==> src/rtl/pattern_match_ctrl_if.sv <==
// rtl/pattern_match_ctrl_if.sv - config, control, serial input and status bundle for pattern_match_ctrl
interface pattern_match_ctrl_if #(
    parameter int PAT_W = 4,
    parameter int CNT_W = 8,
    parameter int TO_W  = 8
);
    logic             cfg_we;
    logic [PAT_W-1:0] cfg_pattern;
    logic [CNT_W-1:0] cfg_target;
    logic [TO_W-1:0]  cfg_timeout;
    logic             start;
    logic             abort;
    logic             x;
    logic             busy;
    logic             match;
    logic [CNT_W-1:0] match_count;
    logic             done;
    logic             timeout_flag;

    modport master (
        output cfg_we, cfg_pattern, cfg_target, cfg_timeout, start, abort, x,
        input  busy, match, match_count, done, timeout_flag
    );

    modport slave (
        input  cfg_we, cfg_pattern, cfg_target, cfg_timeout, start, abort, x,
        output busy, match, match_count, done, timeout_flag
    );
endinterface

==> src/rtl/pattern_match_ctrl.sv <==
// rtl/pattern_match_ctrl.sv - serial bit-pattern detector run controller with target/timeout/abort
module pattern_match_ctrl #(
    parameter int PAT_W = 4,
    parameter int CNT_W = 8,
    parameter int TO_W  = 8
) (
    input  logic                 clock,
    input  logic                 reset,
    pattern_match_ctrl_if.slave  bus
);
    localparam int FILL_W = $clog2(PAT_W + 1);

    typedef enum logic [1:0] {
        S_IDLE,
        S_RUN,
        S_DONE,
        S_TIMEOUT
    } state_t;

    state_t           state, state_next;

    logic [PAT_W-1:0] pat_q;
    logic [CNT_W-1:0] tgt_q;
    logic [TO_W-1:0]  to_q;

    logic [PAT_W-1:0] hist_q, hist_d;
    logic [FILL_W-1:0] fill_q, fill_d;
    logic [TO_W-1:0]  tmr_q, tmr_d;
    logic [CNT_W-1:0] cnt_q, cnt_d;
    logic             match_q, match_d;
    logic             busy_q, done_q, tflag_q;

    logic [PAT_W-1:0] cand;
    logic             cand_hit;
    logic [CNT_W-1:0] cnt_inc;

    // Candidate window includes the bit arriving on this edge; hits are only
    // trusted once the window holds PAT_W bits from the current run.
    assign cand     = {hist_q[PAT_W-2:0], bus.x};
    assign cand_hit = (fill_q >= FILL_W'(PAT_W - 1)) && (cand == pat_q);
    assign cnt_inc  = (&cnt_q) ? cnt_q : cnt_q + 1'b1;

    // State register
    always_ff @(posedge clock or negedge reset) begin
        if (!reset) begin
            state <= S_IDLE;
        end else begin
            state <= state_next;
        end
    end

    // Next-state and datapath next values; abort outranks match, match outranks timeout
    always_comb begin
        state_next = state;
        hist_d     = hist_q;
        fill_d     = fill_q;
        tmr_d      = tmr_q;
        cnt_d      = cnt_q;
        match_d    = 1'b0;
        case (state)
            S_RUN: begin
                if (bus.abort) begin
                    state_next = S_IDLE;
                end else begin
                    hist_d = cand;
                    fill_d = (fill_q >= FILL_W'(PAT_W)) ? fill_q : fill_q + 1'b1;
                    if (cand_hit) begin
                        match_d = 1'b1;
                        cnt_d   = cnt_inc;
                        tmr_d   = '0;
                        if ((tgt_q != '0) && (cnt_inc == tgt_q)) begin
                            state_next = S_DONE;
                        end
                    end else begin
                        tmr_d = (&tmr_q) ? tmr_q : tmr_q + 1'b1;
                        if ((to_q != '0) && (tmr_q == to_q - 1'b1)) begin
                            state_next = S_TIMEOUT;
                        end
                    end
                end
            end
            default: begin
                if (bus.start) begin
                    state_next = S_RUN;
                    hist_d     = '0;
                    fill_d     = '0;
                    tmr_d      = '0;
                    cnt_d      = '0;
                end
            end
        endcase
    end

    // Config latch, only while not running
    always_ff @(posedge clock or negedge reset) begin
        if (!reset) begin
            pat_q <= '0;
            tgt_q <= CNT_W'(1);
            to_q  <= '0;
        end else if (bus.cfg_we && !busy_q) begin
            pat_q <= bus.cfg_pattern;
            tgt_q <= bus.cfg_target;
            to_q  <= bus.cfg_timeout;
        end
    end

    // Datapath registers: history, fill counter, inactivity timer, match counter
    always_ff @(posedge clock or negedge reset) begin
        if (!reset) begin
            hist_q <= '0;
            fill_q <= '0;
            tmr_q  <= '0;
            cnt_q  <= '0;
        end else begin
            hist_q <= hist_d;
            fill_q <= fill_d;
            tmr_q  <= tmr_d;
            cnt_q  <= cnt_d;
        end
    end

    // Registered status outputs, decoded from the upcoming state
    always_ff @(posedge clock or negedge reset) begin
        if (!reset) begin
            match_q <= 1'b0;
            busy_q  <= 1'b0;
            done_q  <= 1'b0;
            tflag_q <= 1'b0;
        end else begin
            match_q <= match_d;
            busy_q  <= (state_next == S_RUN);
            done_q  <= (state_next == S_DONE);
            tflag_q <= (state_next == S_TIMEOUT);
        end
    end

    assign bus.busy         = busy_q;
    assign bus.match        = match_q;
    assign bus.match_count  = cnt_q;
    assign bus.done         = done_q;
    assign bus.timeout_flag = tflag_q;
endmodule

==> src/flat_wrapper.sv <==
// flat-port wrapper written by rule: the top's interface ports become plain ports
module pattern_match_ctrl_flat 
#(
    parameter int PAT_W = 4,
    parameter int CNT_W = 8,
    parameter int TO_W  = 8
)
  (clock, reset, bus_cfg_we, bus_cfg_pattern, bus_cfg_target, bus_cfg_timeout, bus_start, bus_abort, bus_x, bus_busy, bus_match, bus_match_count, bus_done, bus_timeout_flag);
  pattern_match_ctrl_if #(.PAT_W(PAT_W), .CNT_W(CNT_W), .TO_W(TO_W)) bus_i ();
  input  logic clock;
  input  logic reset;
  input wire logic [$bits(bus_i.cfg_we)-1:0] bus_cfg_we;
  input wire logic [$bits(bus_i.cfg_pattern)-1:0] bus_cfg_pattern;
  input wire logic [$bits(bus_i.cfg_target)-1:0] bus_cfg_target;
  input wire logic [$bits(bus_i.cfg_timeout)-1:0] bus_cfg_timeout;
  input wire logic [$bits(bus_i.start)-1:0] bus_start;
  input wire logic [$bits(bus_i.abort)-1:0] bus_abort;
  input wire logic [$bits(bus_i.x)-1:0] bus_x;
  output wire logic [$bits(bus_i.busy)-1:0] bus_busy;
  output wire logic [$bits(bus_i.match)-1:0] bus_match;
  output wire logic [$bits(bus_i.match_count)-1:0] bus_match_count;
  output wire logic [$bits(bus_i.done)-1:0] bus_done;
  output wire logic [$bits(bus_i.timeout_flag)-1:0] bus_timeout_flag;
  assign bus_i.cfg_we = bus_cfg_we;
  assign bus_i.cfg_pattern = bus_cfg_pattern;
  assign bus_i.cfg_target = bus_cfg_target;
  assign bus_i.cfg_timeout = bus_cfg_timeout;
  assign bus_i.start = bus_start;
  assign bus_i.abort = bus_abort;
  assign bus_i.x = bus_x;
  assign bus_busy = bus_i.busy;
  assign bus_match = bus_i.match;
  assign bus_match_count = bus_i.match_count;
  assign bus_done = bus_i.done;
  assign bus_timeout_flag = bus_i.timeout_flag;
  pattern_match_ctrl #(.PAT_W(PAT_W), .CNT_W(CNT_W), .TO_W(TO_W)) u_core (.clock(clock), .reset(reset), .bus(bus_i));
endmodule
==> config.mk <==
export PLATFORM = sky130hd
export DESIGN_NAME = pattern_match_ctrl_flat
export DESIGN_NICKNAME = d
export VERILOG_FILES = /design/src/rtl/pattern_match_ctrl_if.sv /design/src/rtl/pattern_match_ctrl.sv /design/src/flat_wrapper.sv
export SDC_FILE = /design/constraint.sdc
export NUM_CORES = 1
export LEC_CHECK = 0
export CAP_MARGIN = 40
export CORE_UTILIZATION = 35
export DETAILED_ROUTE_END_ITERATION = 8
export SLEW_MARGIN = 20
export SYNTH_ARGS = -nofsm -noshare
export SYNTH_HDL_FRONTEND = slang
export SYNTH_SLANG_ARGS = --single-unit
==> constraint.sdc <==
create_clock -name clock -period 2.9 [get_ports clock]
set_clock_uncertainty 0.2 [all_clocks]
set_input_delay 0.725 -clock clock [delete_from_list [all_inputs] [get_ports clock]]
set_output_delay 0.725 -clock clock [all_outputs]
set_load 0.005 [all_outputs]
==> Implementation_results.wiki <==
{| class="wikitable"
! Metric !! Value
|-
| Run status || finished, final reports clean
|-
| Peak Freq || 386 MHz
|-
| Overflow after GRT || 0
|-
| Finish-stage setup viols || 0
|-
| Weighted congestion reported at the end of routability-driven placement || 0.844
|-
| Simple-Gate Fraction of Synth Area || 19.3%
|-
| Final Worst Setup Slack || 0.310 ns
|-
| Nets || 353
|-
| CP Data Required Time || 2.93 ns
|-
| Share of layout cells above drive strength 1 || 18.3%
|-
| Fill cell count || 739
|-
| Post-Synthesis Cell Area || 2790 µm²
|-
| Slew @ Worst Pin || 0.458 ns
|-
| Average instance area after synthesis || 10.2 µm²
|-
| Vias || 2219
|-
| Post-CTS Repair Setup Buffers || 0
|-
| Unrepaired setup endpoints after global routing || false
|-
| Setup TNS || 0 ns
|-
| Largest stage delay on the critical path || 0.49 ns
|-
| Highest net fanout along the worst path || 8
|-
| Register Area || 1200 µm²
|-
| Number of levels the H-tree was split into || 2
|-
| Top library cells by usage in the layout, fill and taps aside || sky130_fd_sc_hd__dfrtp_1, sky130_fd_sc_hd__clkdlybuf4s50_1, sky130_fd_sc_hd__nand2_1
|-
| Count of hold-fix buffers inserted at cts || 0
|-
| Total chip power || 2.21 mW
|-
| Antenna violations before repair || 0
|-
| Multi-input gate area in the final layout || 1500 µm²
|-
| Final Hold Violating Endpoints || 0
|-
| Number of DRC markers in iteration 0 || 152
|-
| Critical Path, Cell by Cell || clkdlybuf4s50_1 > xnor2_1 > nand4_1 > or2_1 > a21oi_1 > buf_4 > a41oi_1 > a21oi_1
|-
| Most common cell after layout, fill and taps aside || sky130_fd_sc_hd__dfrtp_1
|-
| Pin count of the biggest net entering global routing || 24
|-
| Leakage || 1.38 nW
|-
| Area added between synthesis and finish || 23.1%
|-
| Number of standard cells after synthesis || 274
|-
| Setup Crit Path Kind || input port to flip-flop
|-
| TritonCTS Buffers || 5
|-
| Clock Latency Late Sink || 0.30 ns
|-
| Max-Slew Margin vs Limit || 69.1%
|-
| Share of the clock period used by the worst path || 89.3%
|-
| Maximum ir drop on the vdd rail || 305 µV
|-
| Routed Wire Length || 5920 µm
|-
| Yosys warning count || 0
|-
| Post-synthesis register bit count || 48
|-
| Number of top-level pins || 38
|-
| Starting Density || 36.2%
|-
| Number of buffers between clock root and the deepest sink || 2
|-
| Kind of launch point of the worst setup path || input port
|-
| Arrival @ worst endpoint || 2.62 ns
|-
| Post-synthesis net count || 305
|-
| Buffers on Ports || 37
|-
| Wire length of the first global-routing pass || 10300 µm
|-
| Die outline area || 8340 µm²
|-
| CP max stage cell || sky130_fd_sc_hd__clkdlybuf4s50_1
|-
| Remaining number of nets flagged by the antenna check after routing || 0
|-
| Rows || 32
|-
| Hold crit path type || input port to async pin
|-
| Synthesized-area fraction occupied by adder cells || 2.24%
|-
| Final routed DRC violation total || 0
|-
| Post-route minimum period || 2.59 ns
|-
| Pre-CTS WS || 0.00416 ns
|-
| Num Clock Sinks || 48
|-
| Iteration count of the initial detailed-routing pass || 4
|-
| Number of flops mapped to enable cells by yosys || 0
|-
| Floorplan die height || 91.3 µm
|-
| Global-route usage over all layers || 15.5%
|-
| Via count of the first global-routing pass || 2127
|-
| Register clock-pin slew on the reported worst setup and hold paths || 0.09 ns
|-
| Synth Area in XOR/XNOR || 7.48%
|-
| Vias per Instance || 5.22
|-
| Final max-slew violation count || 0
|-
| Final HPWL from detailed placement || 4610 µm
|-
| Post-cts repair resize count || 0
|-
| Max Cap Viol || 0
|-
| Most repeated library cell on the critical path || sky130_fd_sc_hd__a21oi_1
|-
| Proportion of synthesized area in mux cells || 9.05%
|-
| Areal power density over the cells || 644 nW/µm²
|-
| Master cell of the clock root buffer || sky130_fd_sc_hd__clkbuf_8
|-
| Post-synthesis cell type count || 59
|-
| Min Hold Slack || 0.0861 ns
|-
| Core ar. || 7730 µm²
|-
| Share of the synthesized area in compound gates (AO/OA/AOI/OAI) || 15.4%
|-
| Diode insertion count for antenna repair || 0
|-
| Combinational family with the most area after synthesis || simple AND/OR/NAND/NOR gates
|-
| CTS tree || built
|-
| Sequential cell area fraction in the yosys report || 43.0%
|-
| Top_reg_cell synth || sky130_fd_sc_hd__dfrtp_1
|-
| Capturing element type of the critical path || flip-flop
|-
| Async S/R FF share, synth || 100%
|-
| Horizontal die dimension || 91.3 µm
|-
| Average wire length per cell after detail routing || 13.9 µm
|}
==> per-layer routing <==
layer	global-route usage [%]	wire length [µm]	vias up
li1	-	-	1093
met1	22.2	2840	1062
met2	23.7	2630	57
met3	3.10	375	7
met4	4.50	73	0
met5	0	0	-
==> critical path, delay by kind of cell <==
family	cells	cell delay, ns
buffers and inverters	2	0.69
AND/OR/NAND/NOR	2	0.54
AO/OA/AOI/OAI	3	0.54
XOR/XNOR	1	0.12
==> power breakdown <==
group | internal [mW] | total [mW] | switching [mW]
clock network | 0.256 | 0.478 | 0.222
registers | 0.820 | 1.00 | 0.180
logic | 0.398 | 0.735 | 0.337
total | 1.47 | 2.21 | 0.739
==> cells by family after synthesis <==
family                   after synthesis
XOR/XNOR                              23
AND/OR/NAND/NOR                       91
flip-flops                            48
AO/OA/AOI/OAI                         67
buffers and inverters                 17
multiplexers                          23
adder cells (fa/ha/maj)                5
==> path summary, 6_finish.rpt <==
path	startpoint	to	slack, ns	depth (start not counted)
max in group asynchronous	reset	u_core.tgt_q[0]$_DFFE_PN1P_	1.79	2
worst max-delay path	bus_x	u_core.bus.match_count[4]$_DFFE_PN0P_	0.31	8
min in group clock	u_core.hist_q[2]$_DFFE_PN0P_	u_core.hist_q[2]$_DFFE_PN0P_	0.33	1
worst min register to register	u_core.hist_q[2]$_DFFE_PN0P_	u_core.hist_q[2]$_DFFE_PN0P_	0.33	1
worst min-delay path	reset	u_core.to_q[3]$_DFFE_PN0P_	0.09	1
worst max register to register	u_core.bus.match_count[0]$_DFFE_PN0P_	u_core.bus.done$_DFF_PN0_	0.40	7
==> synth_stat cells (5+ instances only) <==
library cell,instances,area [µm²]
sky130_fd_sc_hd__o21ai_0,22,110
sky130_fd_sc_hd__xnor2_1,14,123
sky130_fd_sc_hd__nor3_1,6,30.0
sky130_fd_sc_hd__dfrtp_1,47,1180
sky130_fd_sc_hd__a22o_1,6,52.6
sky130_fd_sc_hd__mux2_2,18,203
sky130_fd_sc_hd__ha_1,5,62.6
sky130_fd_sc_hd__inv_1,5,18.8
sky130_fd_sc_hd__nand3_1,10,50.1
sky130_fd_sc_hd__nor2_1,12,45.0
sky130_fd_sc_hd__xor2_1,8,70.1
sky130_fd_sc_hd__nand2_1,23,86.3
sky130_fd_sc_hd__a21oi_1,17,85.1
sky130_fd_sc_hd__nand2b_1,8,50.1
sky130_fd_sc_hd__mux2i_1,5,50.1
==> registers in the layout (all words and copies together) (netlist names) <==
| name | cells |
|---|---|
| u_core.pat_q | 4 |
| u_core.bus.busy | 1 |
| u_core.hist_q | 3 |
| u_core.fill_q | 3 |
| u_core.state | 2 |
| u_core.bus.timeout_flag | 1 |
| u_core.bus.match | 1 |
| u_core.bus.match_count | 8 |
| u_core.tgt_q | 8 |
| u_core.bus.done | 1 |
| u_core.to_q | 8 |
| u_core.tmr_q | 8 |
==> through the flow <==
| stage | utilization, % | instances | cell area (µm²) |
|---|---|---|---|
| after CTS | 44.5 | 425 | 3440 |
| final | 44.5 | 425 | 3440 |
| after global placement | 43.1 | 417 | 3330 |
| after detailed placement | 43.1 | 417 | 3330 |
| after global routing | 44.5 | 425 | 3440 |
| after floorplan | - | 274 | 2790 |
==> layout make-up <==
| type | instances | area share, % |
|---|---|---|
| repair buffers | 53 | 14.1 |
| clock inverters | 2 | 1.02 |
| well taps | 102 | 3.71 |
| flip-flops and latches | 48 | 35.0 |
| clock buffers | 6 | 2.11 |
| multi-input cells | 209 | 43.5 |
| inverters | 5 | 0.546 |
No activity file was read; power rests on OpenSTA's default activity.
